--- src/rtl/datacache_pkg.sv ---
// datacache_pkg
//   Shared types and constants for the L1 data cache sequencing logic.
//   - dc_state_e     : controller FSM states (IDLE, CHECK, WB, FILL)
//   - WCS_*          : W_CACHE_STATUS datapath write-mode encodings
//   - sat_inc()      : 32-bit saturating increment used by the perf counters
//   Optional feature macro used elsewhere: DCACHE_PERF_CNT_EN
package datacache_pkg;

  typedef enum logic [1:0] {
    ST_IDLE  = 2'd0,
    ST_CHECK = 2'd1,
    ST_WB    = 2'd2,
    ST_FILL  = 2'd3
  } dc_state_e;

  // W_CACHE_STATUS encodings seen by datacache_datapath
  localparam logic [2:0] WCS_IDLE    = 3'b000;
  localparam logic [2:0] WCS_CPU_WR  = 3'b100;
  localparam logic [2:0] WCS_WB      = 3'b001;
  localparam logic [2:0] WCS_FILL_RD = 3'b011;
  localparam logic [2:0] WCS_FILL_WR = 3'b111;

  // Increment by one unless already at all-ones.
  function automatic logic [31:0] sat_inc(input logic [31:0] value, input logic en);
    if (en && (value != 32'hFFFF_FFFF)) begin
      return value + 32'd1;
    end
    return value;
  endfunction

endpackage

--- src/rtl/datacache_perf_cnt.sv ---
// datacache_perf_cnt
//   Three 32-bit saturating event counters for the data cache controller.
//   Only instantiated when DCACHE_PERF_CNT_EN is defined.
// Ports:
//   clk, rst_n             : clock, asynchronous active-low reset (counters -> 0)
//   hit_inc/miss_inc/wb_inc: one-cycle event strobes
//   hit_count/miss_count/wb_count : counter values
module datacache_perf_cnt
  import datacache_pkg::*;
(
  input  logic        clk,
  input  logic        rst_n,
  input  logic        hit_inc,
  input  logic        miss_inc,
  input  logic        wb_inc,
  output logic [31:0] hit_count,
  output logic [31:0] miss_count,
  output logic [31:0] wb_count
);

  logic [31:0] hit_q,  hit_d;
  logic [31:0] miss_q, miss_d;
  logic [31:0] wb_q,   wb_d;

  always_comb begin
    hit_d  = sat_inc(hit_q,  hit_inc);
    miss_d = sat_inc(miss_q, miss_inc);
    wb_d   = sat_inc(wb_q,   wb_inc);
  end

  always_ff @(posedge clk or negedge rst_n) begin
    if (!rst_n) begin
      hit_q  <= '0;
      miss_q <= '0;
      wb_q   <= '0;
    end else begin
      hit_q  <= hit_d;
      miss_q <= miss_d;
      wb_q   <= wb_d;
    end
  end

  assign hit_count  = hit_q;
  assign miss_count = miss_q;
  assign wb_count   = wb_q;

endmodule

--- src/rtl/datacache_control.sv ---
// datacache_control
//   Sequencing FSM for the 2-way, 8-set, 256-bit-line L1 data cache.
//   Looks up CPU requests on the datapath hit flags, updates LRU/dirty/
//   valid/tag state, and sequences victim write-back and line fill over
//   the physical-memory handshake.
// Handshakes:
//   CPU side: mem_read/mem_write are held by the CPU until the one-cycle
//   mem_resp pulse; a request seen in IDLE is answered no earlier than the
//   following cycle. Memory side: pmem_read/pmem_write stay high until the
//   one-cycle pmem_resp pulse, which is ignored outside WB/FILL.
// Ports:
//   clk, rst_n                      : clock, asynchronous active-low reset
//   mem_read, mem_write, mem_resp   : CPU request / completion
//   HIT, way_hit, lru_data,
//   valid_out, dirty_out            : datapath lookup state
//   pmem_read, pmem_write, pmem_resp: memory request / completion
//   LD_DIRTY_in, dirty_in_value,
//   LD_LRU_in, lru_in_value,
//   LD_VALID, valid_in, LD_TAG      : per-way datapath load strobes
//   W_CACHE_STATUS                  : datapath write mode (WCS_*)
//   hit_count, miss_count, wb_count : only with DCACHE_PERF_CNT_EN defined
// Outputs are decoded from the registered state and the current inputs so
// a hit completes in the CHECK cycle itself; reset forces IDLE, where
// every output is 0.
module datacache_control
  import datacache_pkg::*;
#(
  parameter int unsigned NUM_WAYS = 2
)
(
  input  logic                clk,
  input  logic                rst_n,
  input  logic                mem_read,
  input  logic                mem_write,
  output logic                mem_resp,
  input  logic                HIT,
  input  logic                way_hit,
  input  logic                lru_data,
  input  logic [NUM_WAYS-1:0] valid_out,
  input  logic [NUM_WAYS-1:0] dirty_out,
  output logic                pmem_read,
  output logic                pmem_write,
  input  logic                pmem_resp,
  output logic [NUM_WAYS-1:0] LD_DIRTY_in,
  output logic                dirty_in_value,
  output logic                LD_LRU_in,
  output logic                lru_in_value,
  output logic [NUM_WAYS-1:0] LD_VALID,
  output logic                valid_in,
  output logic [NUM_WAYS-1:0] LD_TAG,
  output logic [2:0]          W_CACHE_STATUS
`ifdef DCACHE_PERF_CNT_EN
  ,
  output logic [31:0]         hit_count,
  output logic [31:0]         miss_count,
  output logic [31:0]         wb_count
`endif
);

  dc_state_e state_q, state_d;
  logic      req;
  logic      victim_dirty;

  // Simultaneous read and write is handled as a write (mem_write decides).
  assign req          = mem_read | mem_write;
  // The LRU way is the victim; only a valid and dirty victim needs write-back.
  assign victim_dirty = valid_out[lru_data] & dirty_out[lru_data];

  always_comb begin
    state_d        = state_q;
    mem_resp       = 1'b0;
    pmem_read      = 1'b0;
    pmem_write     = 1'b0;
    LD_DIRTY_in    = '0;
    dirty_in_value = 1'b0;
    LD_LRU_in      = 1'b0;
    lru_in_value   = 1'b0;
    LD_VALID       = '0;
    valid_in       = 1'b0;
    LD_TAG         = '0;
    W_CACHE_STATUS = WCS_IDLE;

    unique case (state_q)
      ST_IDLE: begin
        if (req) state_d = ST_CHECK;
      end

      ST_CHECK: begin
        if (!req) begin
          // Request withdrawn: drop back without a response.
          state_d = ST_IDLE;
        end else if (HIT) begin
          mem_resp     = 1'b1;
          LD_LRU_in    = 1'b1;
          lru_in_value = ~way_hit;  // other way becomes least recently used
          if (mem_write) begin
            W_CACHE_STATUS       = WCS_CPU_WR;
            LD_DIRTY_in[way_hit] = 1'b1;
            dirty_in_value       = 1'b1;
          end
          state_d = ST_IDLE;
        end else if (victim_dirty) begin
          state_d = ST_WB;
        end else begin
          state_d = ST_FILL;
        end
      end

      ST_WB: begin
        W_CACHE_STATUS = WCS_WB;
        pmem_write     = 1'b1;
        if (pmem_resp) state_d = ST_FILL;
      end

      ST_FILL: begin
        W_CACHE_STATUS = WCS_FILL_RD;
        pmem_read      = 1'b1;
        if (pmem_resp) begin
          // Install the fetched line in the victim way as clean and valid,
          // then re-run the lookup, which now hits.
          W_CACHE_STATUS        = WCS_FILL_WR;
          LD_TAG[lru_data]      = 1'b1;
          LD_VALID[lru_data]    = 1'b1;
          valid_in              = 1'b1;
          LD_DIRTY_in[lru_data] = 1'b1;
          dirty_in_value        = 1'b0;
          state_d               = ST_CHECK;
        end
      end

      default: state_d = ST_IDLE;
    endcase
  end

  always_ff @(posedge clk or negedge rst_n) begin
    if (!rst_n) state_q <= ST_IDLE;
    else        state_q <= state_d;
  end

`ifdef DCACHE_PERF_CNT_EN
  // refill_q marks the CHECK that follows a fill so its hit is not counted
  // as a fresh CPU hit.
  logic refill_q, refill_d;
  logic hit_inc, miss_inc, wb_inc;

  always_comb begin
    refill_d = refill_q;
    if ((state_q == ST_FILL) && pmem_resp) refill_d = 1'b1;
    else if (state_q == ST_CHECK)          refill_d = 1'b0;
  end

  always_ff @(posedge clk or negedge rst_n) begin
    if (!rst_n) refill_q <= 1'b0;
    else        refill_q <= refill_d;
  end

  assign hit_inc  = (state_q == ST_CHECK) && req && HIT && !refill_q;
  assign miss_inc = (state_q == ST_CHECK) && req && !HIT;
  assign wb_inc   = (state_q == ST_WB) && pmem_resp;

  datacache_perf_cnt u_perf_cnt (
    .clk        (clk),
    .rst_n      (rst_n),
    .hit_inc    (hit_inc),
    .miss_inc   (miss_inc),
    .wb_inc     (wb_inc),
    .hit_count  (hit_count),
    .miss_count (miss_count),
    .wb_count   (wb_count)
  );
`endif

endmodule

--- config.mk ---
export PLATFORM = sky130hd
export DESIGN_NAME = datacache_control
export DESIGN_NICKNAME = d
export VERILOG_FILES = /design/src/rtl/datacache_pkg.sv /design/src/rtl/datacache_perf_cnt.sv /design/src/rtl/datacache_control.sv
export SDC_FILE = /design/constraint.sdc
export NUM_CORES = 1
export LEC_CHECK = 0
export ABC_AREA = 1
export BUFFER_PORTS_ARGS = -buffer_cell sky130_fd_sc_hd__buf_4
export CAP_MARGIN = 20
export CORE_AREA = 2 2 39 41
export CTS_CLUSTER_SIZE = 28
export DETAILED_ROUTE_END_ITERATION = 7
export DIE_AREA = 0 0 41 43
export PLACE_DENSITY = 0.61
export SLEW_MARGIN = 20
export SYNTH_ARGS = -nofsm -noshare
export SYNTH_HDL_FRONTEND = slang
export SYNTH_SLANG_ARGS = --single-unit
--- constraint.sdc ---
create_clock -name clk -period 3.56 [get_ports clk]
set_clock_uncertainty 0.05 [all_clocks]
set_input_delay 0.534 -clock clk [delete_from_list [all_inputs] [get_ports clk]]
set_output_delay 0.534 -clock clk [all_outputs]
set_load 0.05 [all_outputs]
After elaboration in Yosys (flattened, before gate mapping)
Index checks and enable logic that the tools add are counted.
- word-level logic and storage cells: 58
- input port bits: 12
- flip-flop bits (word level): 2
- reduce and logical (&&, ||, !) cells: 4
- bitwise gates (word level): 3
- muxes and demuxes: 40
- eq/ne operators: 6
- $lt $le $gt $ge: 4
- operators by type and width (operator ; number):
    2-to-1 mux 1 bit ; 21
    2-to-1 mux 2 bit ; 10
    2-to-1 mux 3 bit ; 4
    case mux 3 bit (3 select lines) ; 1
    case mux 2 bit (4 select lines) ; 1
    != test 2 bit (second input constant) ; 3
    equality test 2 bit (second input constant) ; 2
    less-than comparator 1 x 2 -> 1 bit (second input constant) ; 2
    case mux 2 bit (2 select lines) ; 1
    AND reduction 3 bit ; 1
    demux 1 bit (select 1 bit) ; 2
    equality test 2 x 1 -> 1 bit (second input constant) ; 1
    >= comparator 1 bit (second input constant) ; 2
    logical AND 1 bit ; 2
    logical NOT 2 bit ; 1
    AND 1 bit ; 1
    inverter 1 bit ; 1
    bitwise OR 1 bit ; 1

Depth between registers and ports, before layout
Gate-level depths: netlist of run 1.
- word-level depth: 8
- mapped depth: 6

Worst setup path before layout of run 1
Ideal clock, no wire load.
- kind: reg-to-output
- from: reg state_q[0]
- to: out LD_DIRTY_in[1]
- cell stages (with the launch flop): 4
- data arrival time: 2271 ps
- path slack: 705 ps
- buffers on the path: 0
- cells stage by stage: dfrtp_1 > ha_1 > nand2_1 > o21ai_0
- word-level cells in the longest chain between the ends: 2
- elaborated cells between the ends (all ways): 3
- classes of those cells: 2 x eq/ne; 1 x mux
- RTL lines (element ; line ; RTL):
    start: declaration ; datacache_control.sv:60 ; dc_state_e state_q, state_d;
    start signal: assignment ; datacache_control.sv:137 ; else state_q <= state_d;
    equality test 2 bit or equality test 2 x 1 -> 1 bit (tied branches) ; datacache_control.sv:83 ; unique case (state_q)
    case mux 2 bit (2 select lines) (*) ; datacache_control.sv:83 ;
    end: declaration ; datacache_control.sv:44 ; output logic [NUM_WAYS-1:0] LD_DIRTY_in,
Every way passes the cells marked *; elsewhere a longest branch is shown, timed or not.

Worst setup path after layout of run 1
- from: reg state_q[1]
- to: out mem_resp
- word-level cells in the longest chain between the ends: 2
- RTL lines (element ; line ; RTL):
    equality test 2 x 1 -> 1 bit ; datacache_control.sv:83 ;
    2-to-1 mux 1 bit ; datacache_control.sv:83 ;
    end: declaration ; datacache_control.sv:35 ; output logic mem_resp,
No other way between the ends.

==> impl_metrics.env, run 1 <==
export IMPL_period_share=0.593
export IMPL_place_area_um2=505
export IMPL_tightest_slew_ps=273
export IMPL_reg2reg_to="state_q[0]"
export IMPL_share_seq_of_total_power=0.116
export IMPL_grtUsageMet2=0.184
export IMPL_met1_usage=0.106
export IMPL_ant_nets=0
export IMPL_synth_seq_area_share=0.160
export IMPL_die_area_mm2=0.00176
export IMPL_synth_mux_area_frac=0
export IMPL_maxCapViolCount=0
export IMPL_leakage_nw=0.322
export IMPL_power_frac_comb=0.745
export IMPL_synth_top_area_frac=0.200
export IMPL_fmax_mhz=474
export IMPL_cts_resized=0
export IMPL_synth_adder_area_share=0.200
export IMPL_wl_um=833
export IMPL_pre_cts_ws_ps=1680
export IMPL_rr_worst_depth=6
export IMPL_crit_required_ps=2980
export IMPL_fin_crit_ps=2110
export IMPL_htreeDepth=1
export IMPL_post_cts_buffers=0
export IMPL_rsz0062_at_grt="no"
export IMPL_top_regs="state_q (2)"
export IMPL_drc=0
export IMPL_end_kind="output port"
export IMPL_relSlewSlack=0.816
export IMPL_drive_above_1_share=0.413
export IMPL_nets=94
export IMPL_met3_usage=0.0157
export IMPL_largest_register_ff_count=2
export IMPL_drt_pass1_iterations=2
export IMPL_synth_xor_area_share=0
export IMPL_p_per_area_mw_per_mm2=663
export IMPL_io_pins=28
export IMPL_yosysWarnings=0
export IMPL_grt_max_degree=7
export IMPL_synth_top_family_by_area="simple AND/OR/NAND/NOR gates"
export IMPL_synthTopCellsByArea="ha_1 20%, dfrtp_1 16%, inv_1 12%, buf_4 9.6%, nand2_1 8.4%"
export IMPL_worstSkewPairLatency_ps=220
export IMPL_worstReg2RegStart="state_q[0]"
export IMPL_worstPathMaxFanout=4
export IMPL_holdCritPathClass="in2async"
export IMPL_hold_viol=0
export IMPL_grt_util_all_layers=0.104
export IMPL_setup_viol=0
export IMPL_top_usage_layer="met2"
export IMPL_grt_pass1_wl_um=1240
export IMPL_grt_pass1_vias=318
export IMPL_final_setup_worst_slack_ps=1450
export IMPL_cts_max_path_buffers=2
export IMPL_grt_antenna_before_repair=0
export IMPL_hold_buffers=0
export IMPL_synth_cell_type_count=14
export IMPL_numCtsBuffers=3
export IMPL_ff2ff_setup_slack_ps=2170
export IMPL_synth_compound_area_frac=0.116
export IMPL_path_class="reg2out"
export IMPL_slew_violations=0
export IMPL_gp_congestion=0.757
export IMPL_tns_ps=0
export IMPL_status="finished, final reports clean"
export IMPL_wl_per_cell_um=9.15
export IMPL_clockPowerShare=0.139
export IMPL_yosysTopAreaCell="ha_1"
export IMPL_clk_pin_slew_ps=30
export IMPL_num_rows=14
export IMPL_first_iter_violations=3
export IMPL_coreArea_mm2=0.00138
export IMPL_die_x_um=41
export IMPL_synth_area_um2=313
export IMPL_start_util=0.226
export IMPL_regMostFlops="state_q"
export IMPL_synth_nets=66
export IMPL_overflow=0
export IMPL_power_switching_w=0.000199
export IMPL_final_area_um2=528
export IMPL_synthCells=49
export IMPL_cts_tree="yes"
export IMPL_cp_arrival_ps=1530
export IMPL_diodes=0
export IMPL_cp_start_kind="flip-flop"
export IMPL_syn2layout_area_growth_pct=68.8
export IMPL_port_buffers=27
export IMPL_hpwl_um=712
export IMPL_switching_share=0.568
export IMPL_cts_root_buf="clkbuf_4"
export IMPL_viasPerCell=4.22
export IMPL_p_int_w=0.000151
export IMPL_avgSynthCellArea_um2=6.38
export IMPL_vias=384
export IMPL_synth_seq_cells=2
export IMPL_yosys_area_share_simple=0.308
export IMPL_clkSinkCount=2
export IMPL_die_h_um=43
export IMPL_ir_worst_vdd_uv=287
==> critical path, stage by stage, from the launching register on <==
cell,delay (ps)
dfrtp_1,400
inv_1,110
ha_1,200
inv_1,70
nor3_1,260
buf_4,260
==> per-stage QoR <==
step | instances | hold WS [ps] | utilization | total power, W
floorplan | 49 | 188 | - | 0.000237
global placement | 88 | 267 | 0.365 | 0.000300
detailed placement | 88 | 268 | 0.365 | 0.000303
CTS | 91 | 30.2 | 0.382 | 0.000356
global route | 91 | 24.5 | 0.382 | 0.000383
finish | 91 | 40.4 | 0.382 | 0.000350
==> kinds of logic after synthesis <==
family,Yosys count
buffers and inverters,14
adders and majority gates,5
AOI/OAI and AO/OA,7
and+or+nand+nor,21
DFF,2
==> Yosys cell counts <==
cell,number
a21oi_1,3
buf_4,4
dfrtp_1,2
ha_1,5
inv_1,10
nand2_1,7
nand3_1,5
nor2_1,6
nor2_4,1
nor3_1,1
nor4_1,1
o21ai_0,2
o21ai_1,1
o22ai_1,1
==> area by class of cell <==
cell class              instances  area (um^2)
repair buffers                 27          203
clock buffers                   3         22.5
multi-input cells              33          195
fillers                       152          856
flip-flops and latches          2         50.0
well taps                      16         20.0
inverters                      10         37.5
==> how the worst max path moves through the flow <==
stage | startpoint | slack [ps] | cells after the start | endpoint
2_1_floorplan | state_q[0] | 700 | 3 | LD_DIRTY_in[1]
3_3_place_gp | state_q[1] | 1700 | 5 | lru_in_value
3_5_place_dp | state_q[1] | 1680 | 5 | mem_resp
4_1_cts | state_q[1] | 1440 | 5 | mem_resp
5_1_grt | state_q[1] | 1320 | 7 | LD_DIRTY_in[1]
6_report | state_q[1] | 1450 | 5 | mem_resp
==> placed cells by master (no fill, tap or decap) <==
cell       n
dfrtp_1    2
ha_1       5
o21ai_1    1
nand3_1    5
buf_4     27
nor3_1     1
nor2_4     1
o21ai_0    2
inv_1     10
nor4_1     1
a21oi_1    3
clkbuf_4   3
nor2_1     6
o22ai_1    1
nand2_1    7
==> power groups by stage <==
stage | registers (W) | clock network [W] | logic [W]
final | 0.0000404 | 0.0000487 | 0.000261
after CTS | 0.0000404 | 0.0000526 | 0.000263
after detailed placement | 0.0000407 | 0 | 0.000263
after global placement | 0.0000404 | 0 | 0.000260
after global routing | 0.0000430 | 0.0000566 | 0.000284
after floorplan | 0.0000393 | 0 | 0.000197
==> metal layers <==
layer,routed length (um),up-vias
met5,0,-
met4,0,0
met3,72,0
met2,442,13
met1,318,166
li1,-,205
Note: power is estimated with default switching activity, not from simulation.
==> inputs of run 2 (changes only) <==
--- a/config.mk
+++ b/config.mk
@@ -5,7 +5,7 @@
 export SDC_FILE = /design/constraint.sdc
 export NUM_CORES = 1
 export LEC_CHECK = 0
-export ABC_AREA = 1
+export ABC_AREA = 0
 export BUFFER_PORTS_ARGS = -buffer_cell sky130_fd_sc_hd__buf_4
 export CAP_MARGIN = 20
 export CORE_AREA = 2 2 39 41
==> constraint.sdc (replaced) <==
create_clock -name clk -period 1.69 [get_ports clk]
set_clock_uncertainty 0.05 [all_clocks]
set_input_delay 0.2535 -clock clk [delete_from_list [all_inputs] [get_ports clk]]
set_output_delay 0.2535 -clock clk [all_outputs]
set_load 0.05 [all_outputs]
==> run 2 against run 1 <==
Sequential share of layout area decreased by 1.5 points. Clock power is 120% higher. Area after synthesis fell by 5.2%. Clock-buffer cell count unchanged. Largest power group unchanged. Largest cell class is now multi-input combinational cells. Critical endpoint is now LD_DIRTY_in[1]. Register-to-register slack got worse by 1900 ps. Combinational power grew to 2.5 times the previous value.
==> impl_metrics.env, run 2 <==
export IMPL_status="finished, final reports clean"
export IMPL_cts_tree="yes"
export IMPL_end_kind="output port"
export IMPL_holdCritPathClass="in2async"
export IMPL_viasPerCell=4.42
export IMPL_worstSkewPairLatency_ps=230
export IMPL_htreeDepth=1
export IMPL_mostFrequentLayoutCells="26 x buf_4, 4 x buf_6, 3 x inv_2, 3 x inv_1, 3 x clkbuf_4"
export IMPL_diodes=0
export IMPL_synth_cell_type_count=19
export IMPL_met3_usage=0.0524
export IMPL_cts_max_path_buffers=2
export IMPL_share_seq_of_total_power=0.119
export IMPL_regMostFlops="state_q"
export IMPL_grt_util_all_layers=0.0994
export IMPL_cp_start_kind="flip-flop"
export IMPL_rsz0062_at_grt="yes"
export IMPL_synth_seq_cells=2
export IMPL_multi_input_comb_area_um2=280
export IMPL_crit_required_ps=1390
export IMPL_grt_pass1_vias=295
export IMPL_syn2layout_area_growth_pct=118
export IMPL_switching_share=0.537
export IMPL_total_power_w=0.000865
export IMPL_path_class="reg2out"
export IMPL_worstPathMaxFanout=5
export IMPL_overflow=0
export IMPL_synth_nets=55
export IMPL_synth_top_area_frac=0.211
export IMPL_synthArstFlopShare=1.00
export IMPL_final_common_cell="buf_4"
export IMPL_drc=0
export IMPL_coreArea_mm2=0.00138
export IMPL_slowest_stage="dfrtp_2"
export IMPL_die_x_um=41
export IMPL_drive_above_1_share=0.779
export IMPL_ir_worst_vdd_uv=642
export IMPL_fmax_mhz=598
export IMPL_ant_nets=0
export IMPL_synth_seq_area_share=0.169
export IMPL_met1_usage=0.106
export IMPL_fin_crit_ps=1670
export IMPL_wl_per_cell_um=10.1
export IMPL_grtUsageMet2=0.147
export IMPL_worst_path_buf_inv=1
export IMPL_worstReg2RegStart="state_q[1]"
export IMPL_relSlewSlack=0.810
export IMPL_drt_pass1_iterations=2
export IMPL_p_per_area_mw_per_mm2=1340
export IMPL_hpwl_um=665
export IMPL_vias=371
export IMPL_nets=87
export IMPL_first_iter_violations=1
export IMPL_synthTopCellsByArea="ha_1 21%, dfrtp_1 17%, buf_4 10%, inv_1 7.6%, mux2i_1 6.8%"
export IMPL_top_regs="state_q (2)"
export IMPL_setup_viol=0
export IMPL_start_util=0.214
export IMPL_numCtsBuffers=3
export IMPL_synth_ff_type="dfrtp_1"
export IMPL_synth_common_cells="6 x inv_1, 5 x ha_1, 4 x buf_4"
export IMPL_grt_antenna_before_repair=0
export IMPL_p_int_w=0.000401
export IMPL_grt_pass1_wl_um=1150
export IMPL_cp_startpoint="state_q[0]"
export IMPL_num_rows=14
export IMPL_leakage_nw=0.328
export IMPL_slew_violations=0
export IMPL_clockPowerShare=0.125
export IMPL_clkSinkCount=2
export IMPL_yosysMostFrequentCell="inv_1"
export IMPL_die_h_um=43
export IMPL_crit_chain="ha_4, and3_2, a21o_1, buf_6"
export IMPL_synth_edff_count=0
export IMPL_final_area_um2=647
export IMPL_yosysWarnings=0
export IMPL_wl_um=845
export IMPL_grt_max_degree=6
export IMPL_synthCells=38
export IMPL_cpLargestDelayFamily="flip-flops"
export IMPL_critPathMaxStageDelay_ps=440
export IMPL_tightest_slew_ps=285
export IMPL_synth_area_um2=297
export IMPL_hold_viol=0
export IMPL_top_usage_layer="met2"
export IMPL_power_switching_w=0.000464
export IMPL_power_frac_comb=0.756
export IMPL_io_pins=28
export IMPL_n_fill_cell=146
export IMPL_place_area_um2=526
export IMPL_cts_root_buf="clkbuf_4"
export IMPL_avgSynthCellArea_um2=7.80
export IMPL_largest_register_ff_count=2
export IMPL_cp_arrival_ps=1370
export IMPL_tns_ps=0
export IMPL_port_buffers=27
export IMPL_yosysTopAreaCell="ha_1"
export IMPL_die_area_mm2=0.00176
export IMPL_clk_pin_slew_ps=30
export IMPL_regArea_um2=51.3
export IMPL_final_setup_worst_slack_ps=18.9
export IMPL_gp_congestion=0.785
export IMPL_period_share=0.989
export IMPL_hold_ws_ps=289
export IMPL_pre_cts_ws_ps=114
export IMPL_maxCapViolCount=0
==> run 2: changes by cell type after synthesis, moves of 2 or more <==
| cell | before | now |
|---|---|---|
| nor2_1 | 6 | 3 |
| nand3_1 | 5 | 2 |
| a21oi_1 | 3 | 1 |
| nand2_1 | 7 | 3 |
| mux2i_1 | 0 | 2 |
| inv_1 | 10 | 6 |
==> run 2: metrics by stage <==
step | util | std cells
floorplan | - | 38
global placement | 0.380 | 77
detailed placement | 0.380 | 77
CTS | 0.419 | 81
global route | 0.467 | 84
finish | 0.467 | 84
==> run 2: path summary, 6_finish.rpt <==
| path | to | slack [ps] | cells past startpoint |
|---|---|---|---|
| hold reg to reg | state_q[0] | 630 | 2 |
| hold / removal | state_q[0] | 290 | 2 |
| setup / recovery | LD_DIRTY_in[1] | 20 | 4 |
| max in group asynchronous | state_q[0] | 1200 | 2 |
| setup reg to reg | state_q[0] | 240 | 6 |
| min in group clk | state_q[0] | 320 | 3 |
==> run 2: final cells by class <==
type                            count  share of cell area
Clock buffer                        3              0.0348
Inverter                            6              0.0348
Multi-Input combinational cell     26               0.433
Sequential cell                     2              0.0793
Tap cell                           16              0.0309
Timing Repair Buffer               31               0.387
==> run 2: power by group through the flow <==
stage / Sequential, W / Combinational [W] / Clock [W]
final: 0.000103 / 0.000654 / 0.000108
after floorplan: 0.0000804 / 0.000431 / 0
after global placement: 0.0000830 / 0.000557 / 0
after CTS: 0.0000844 / 0.000584 / 0.000116
after detailed placement: 0.0000835 / 0.000562 / 0
after global routing: 0.000106 / 0.000703 / 0.000120
==> run 2: repair_timing <==
action | CTS | global route
hold buffers | 1 | 0
pin swaps | 1 | 3
setup buffers | 0 | 3
resized for setup | 7 | 10
hold endpoints to repair | 2 | 0
setup endpoints to repair | 7 | 8
==> run 2: per-layer routing <==
metal | vias up | part of all wire | routed length [um]
met1 | 163 | 0.37 | 310
met2 | 22 | 0.50 | 423
met3 | 2 | 0.12 | 100
li1 | 184 | - | -
met4 | 0 | 0.013 | 11
met5 | - | 0 | 0
==> run 2: kinds of logic after synthesis <==
kind of cell	after synthesis	share of synthesized area
compound gates	6	0.139
fa+ha+maj	5	0.211
buf+inv	10	0.177
flops	2	0.169
mux	2	0.0675
simple gates	13	0.236
==> inputs of run 3 (changes only) <==
--- a/config.mk
+++ b/config.mk
@@ -13,6 +13,7 @@
 export DETAILED_ROUTE_END_ITERATION = 7
 export DIE_AREA = 0 0 41 43
 export PLACE_DENSITY = 0.61
+export RECOVER_POWER = 50
 export SLEW_MARGIN = 20
 export SYNTH_ARGS = -nofsm -noshare
 export SYNTH_HDL_FRONTEND = slang
==> run 3 against run 2 <==
Sequential share of layout area about the same. Final cell count unchanged. Die area unchanged. Clock-buffer cell count unchanged. Hold slack got worse by 2.2 ps. Power decreased by 0.11%. Largest cell class unchanged. Highest routed layer unchanged.
==> impl_metrics.env, run 3 (same netlist as run 2, synthesis figures left out) <==
export IMPL_first_iter_violations=1
export IMPL_cts_root_buf="clkbuf_4"
export IMPL_slew_violations=0
export IMPL_mostFrequentLayoutCells="25 x buf_4, 4 x buf_6, 3 x inv_2, 3 x inv_1, 3 x clkbuf_4"
export IMPL_hpwl_um=665
export IMPL_ff2ff_setup_slack_ps=240
export IMPL_htreeDepth=1
export IMPL_cp_arrival_ps=1370
export IMPL_grt_antenna_before_repair=0
export IMPL_largest_register_ff_count=2
export IMPL_clkSinkCount=2
export IMPL_rr_worst_depth=6
export IMPL_wl_per_cell_um=10.1
export IMPL_die_area_mm2=0.00176
export IMPL_vias=369
export IMPL_grt_max_degree=6
export IMPL_syn2layout_area_growth_pct=117
export IMPL_hold_viol=0
export IMPL_regMostFlops="state_q"
export IMPL_top_regs="state_q (2)"
export IMPL_viasPerCell=4.39
export IMPL_ir_worst_vdd_uv=642
export IMPL_coreArea_mm2=0.00138
export IMPL_final_common_cell="buf_4"
export IMPL_multi_input_comb_area_um2=280
export IMPL_end_kind="output port"
export IMPL_status="finished, final reports clean"
export IMPL_regArea_um2=51.3
export IMPL_path_class="reg2out"
export IMPL_overflow=0
export IMPL_reg2reg_to="state_q[0]"
export IMPL_start_util=0.214
export IMPL_drt_pass1_iterations=2
export IMPL_drc=0
export IMPL_wl_um=849
export IMPL_holdCritPathClass="in2async"
export IMPL_hold_ws_ps=287
export IMPL_n_fill_cell=148
export IMPL_maxCapViolCount=0
export IMPL_crit_required_ps=1390
export IMPL_num_rows=14
export IMPL_grt_pass1_vias=295
export IMPL_worstSkewPairLatency_ps=230
export IMPL_drive_above_1_share=0.765
export IMPL_grt_util_all_layers=0.0994
export IMPL_clk_pin_slew_ps=30
export IMPL_die_x_um=41
export IMPL_period_share=0.989
export IMPL_diodes=0
export IMPL_nets=87
export IMPL_cts_max_path_buffers=2
export IMPL_fin_crit_ps=1670
export IMPL_cp_start_kind="flip-flop"
export IMPL_numCtsBuffers=3
export IMPL_total_power_w=0.000864
export IMPL_ant_nets=0
export IMPL_cts_tree="yes"
export IMPL_p_per_area_mw_per_mm2=1340
export IMPL_setup_viol=0
export IMPL_die_h_um=43
export IMPL_fmax_mhz=598
export IMPL_post_route_util=0.465
export IMPL_tightest_slew_ps=285
export IMPL_leakage_nw=0.324
export IMPL_worstPathMaxFanout=5
export IMPL_rsz0062_at_grt="yes"
export IMPL_grt_pass1_wl_um=1150
export IMPL_io_pins=28
export IMPL_gp_congestion=0.785
export IMPL_port_buffers=27
export IMPL_relSlewSlack=0.810
export IMPL_worstReg2RegStart="state_q[1]"
## run 3: metrics by stage
stage                     TNS, ps  worst slack [ps]  cell area (um^2)  instances
after global placement          0               162               526         77
after global routing        -49.6             -23.0               643         84
after floorplan              -602              -223               333         38
final                           0              18.9               643         84
after CTS                   -38.8             -21.3               579         81
after detailed placement        0               114               526         77
## run 3: worst max-delay path by stage
stage                     from  slack (ps)  cells after the start        endpoint
CTS                 state_q[1]         -20                      5    lru_in_value
global route        state_q[1]         -20                      5    lru_in_value
floorplan           state_q[1]        -220                      5  LD_DIRTY_in[1]
global placement    state_q[1]         160                      6  LD_DIRTY_in[1]
finish              state_q[0]          20                      4  LD_DIRTY_in[1]
detailed placement  state_q[1]         110                      6  LD_DIRTY_in[1]
## run 3: area by class of cell
type                    instances  share of cell area
clock buffers                   3              0.0350
flip-flops and latches          2              0.0798
repair buffers                 31               0.383
multi-input cells              26               0.436
well taps                      16              0.0311
inverters                       6              0.0350
## run 3: repair_timing
item | in CTS | in global routing
buffers inserted | 0 | 3
pin swaps | 1 | 3
hold endpoints to repair | 2 | 0
cloned | 0 | 0
hold buffers | 1 | 0
setup endpoints to repair | 7 | 8
gates resized for setup | 7 | 10
## run 3: worst max-delay path, cell delays in order (launching register included)
cell and delay (ps):
dfrtp_2 440, ha_4 200, and3_2 190, a21o_1 160
buf_6 150
## run 3: per-layer routing
metal | GRT usage | up-vias | wire length [um]
met1 | 0.106 | 161 | 316
met4 | 0.0600 | 0 | 11
li1 | - | 184 | -
met2 | 0.147 | 22 | 421
met5 | 0 | - | 0
met3 | 0.0524 | 2 | 100
## run 3: power breakdown
group / internal (W) / total (W) / switching, W
clock network: 0.0000785 / 0.000108 / 0.0000295
registers: 0.0000699 / 0.000103 / 0.0000331
logic: 0.000251 / 0.000653 / 0.000402
total: 0.000400 / 0.000864 / 0.000464
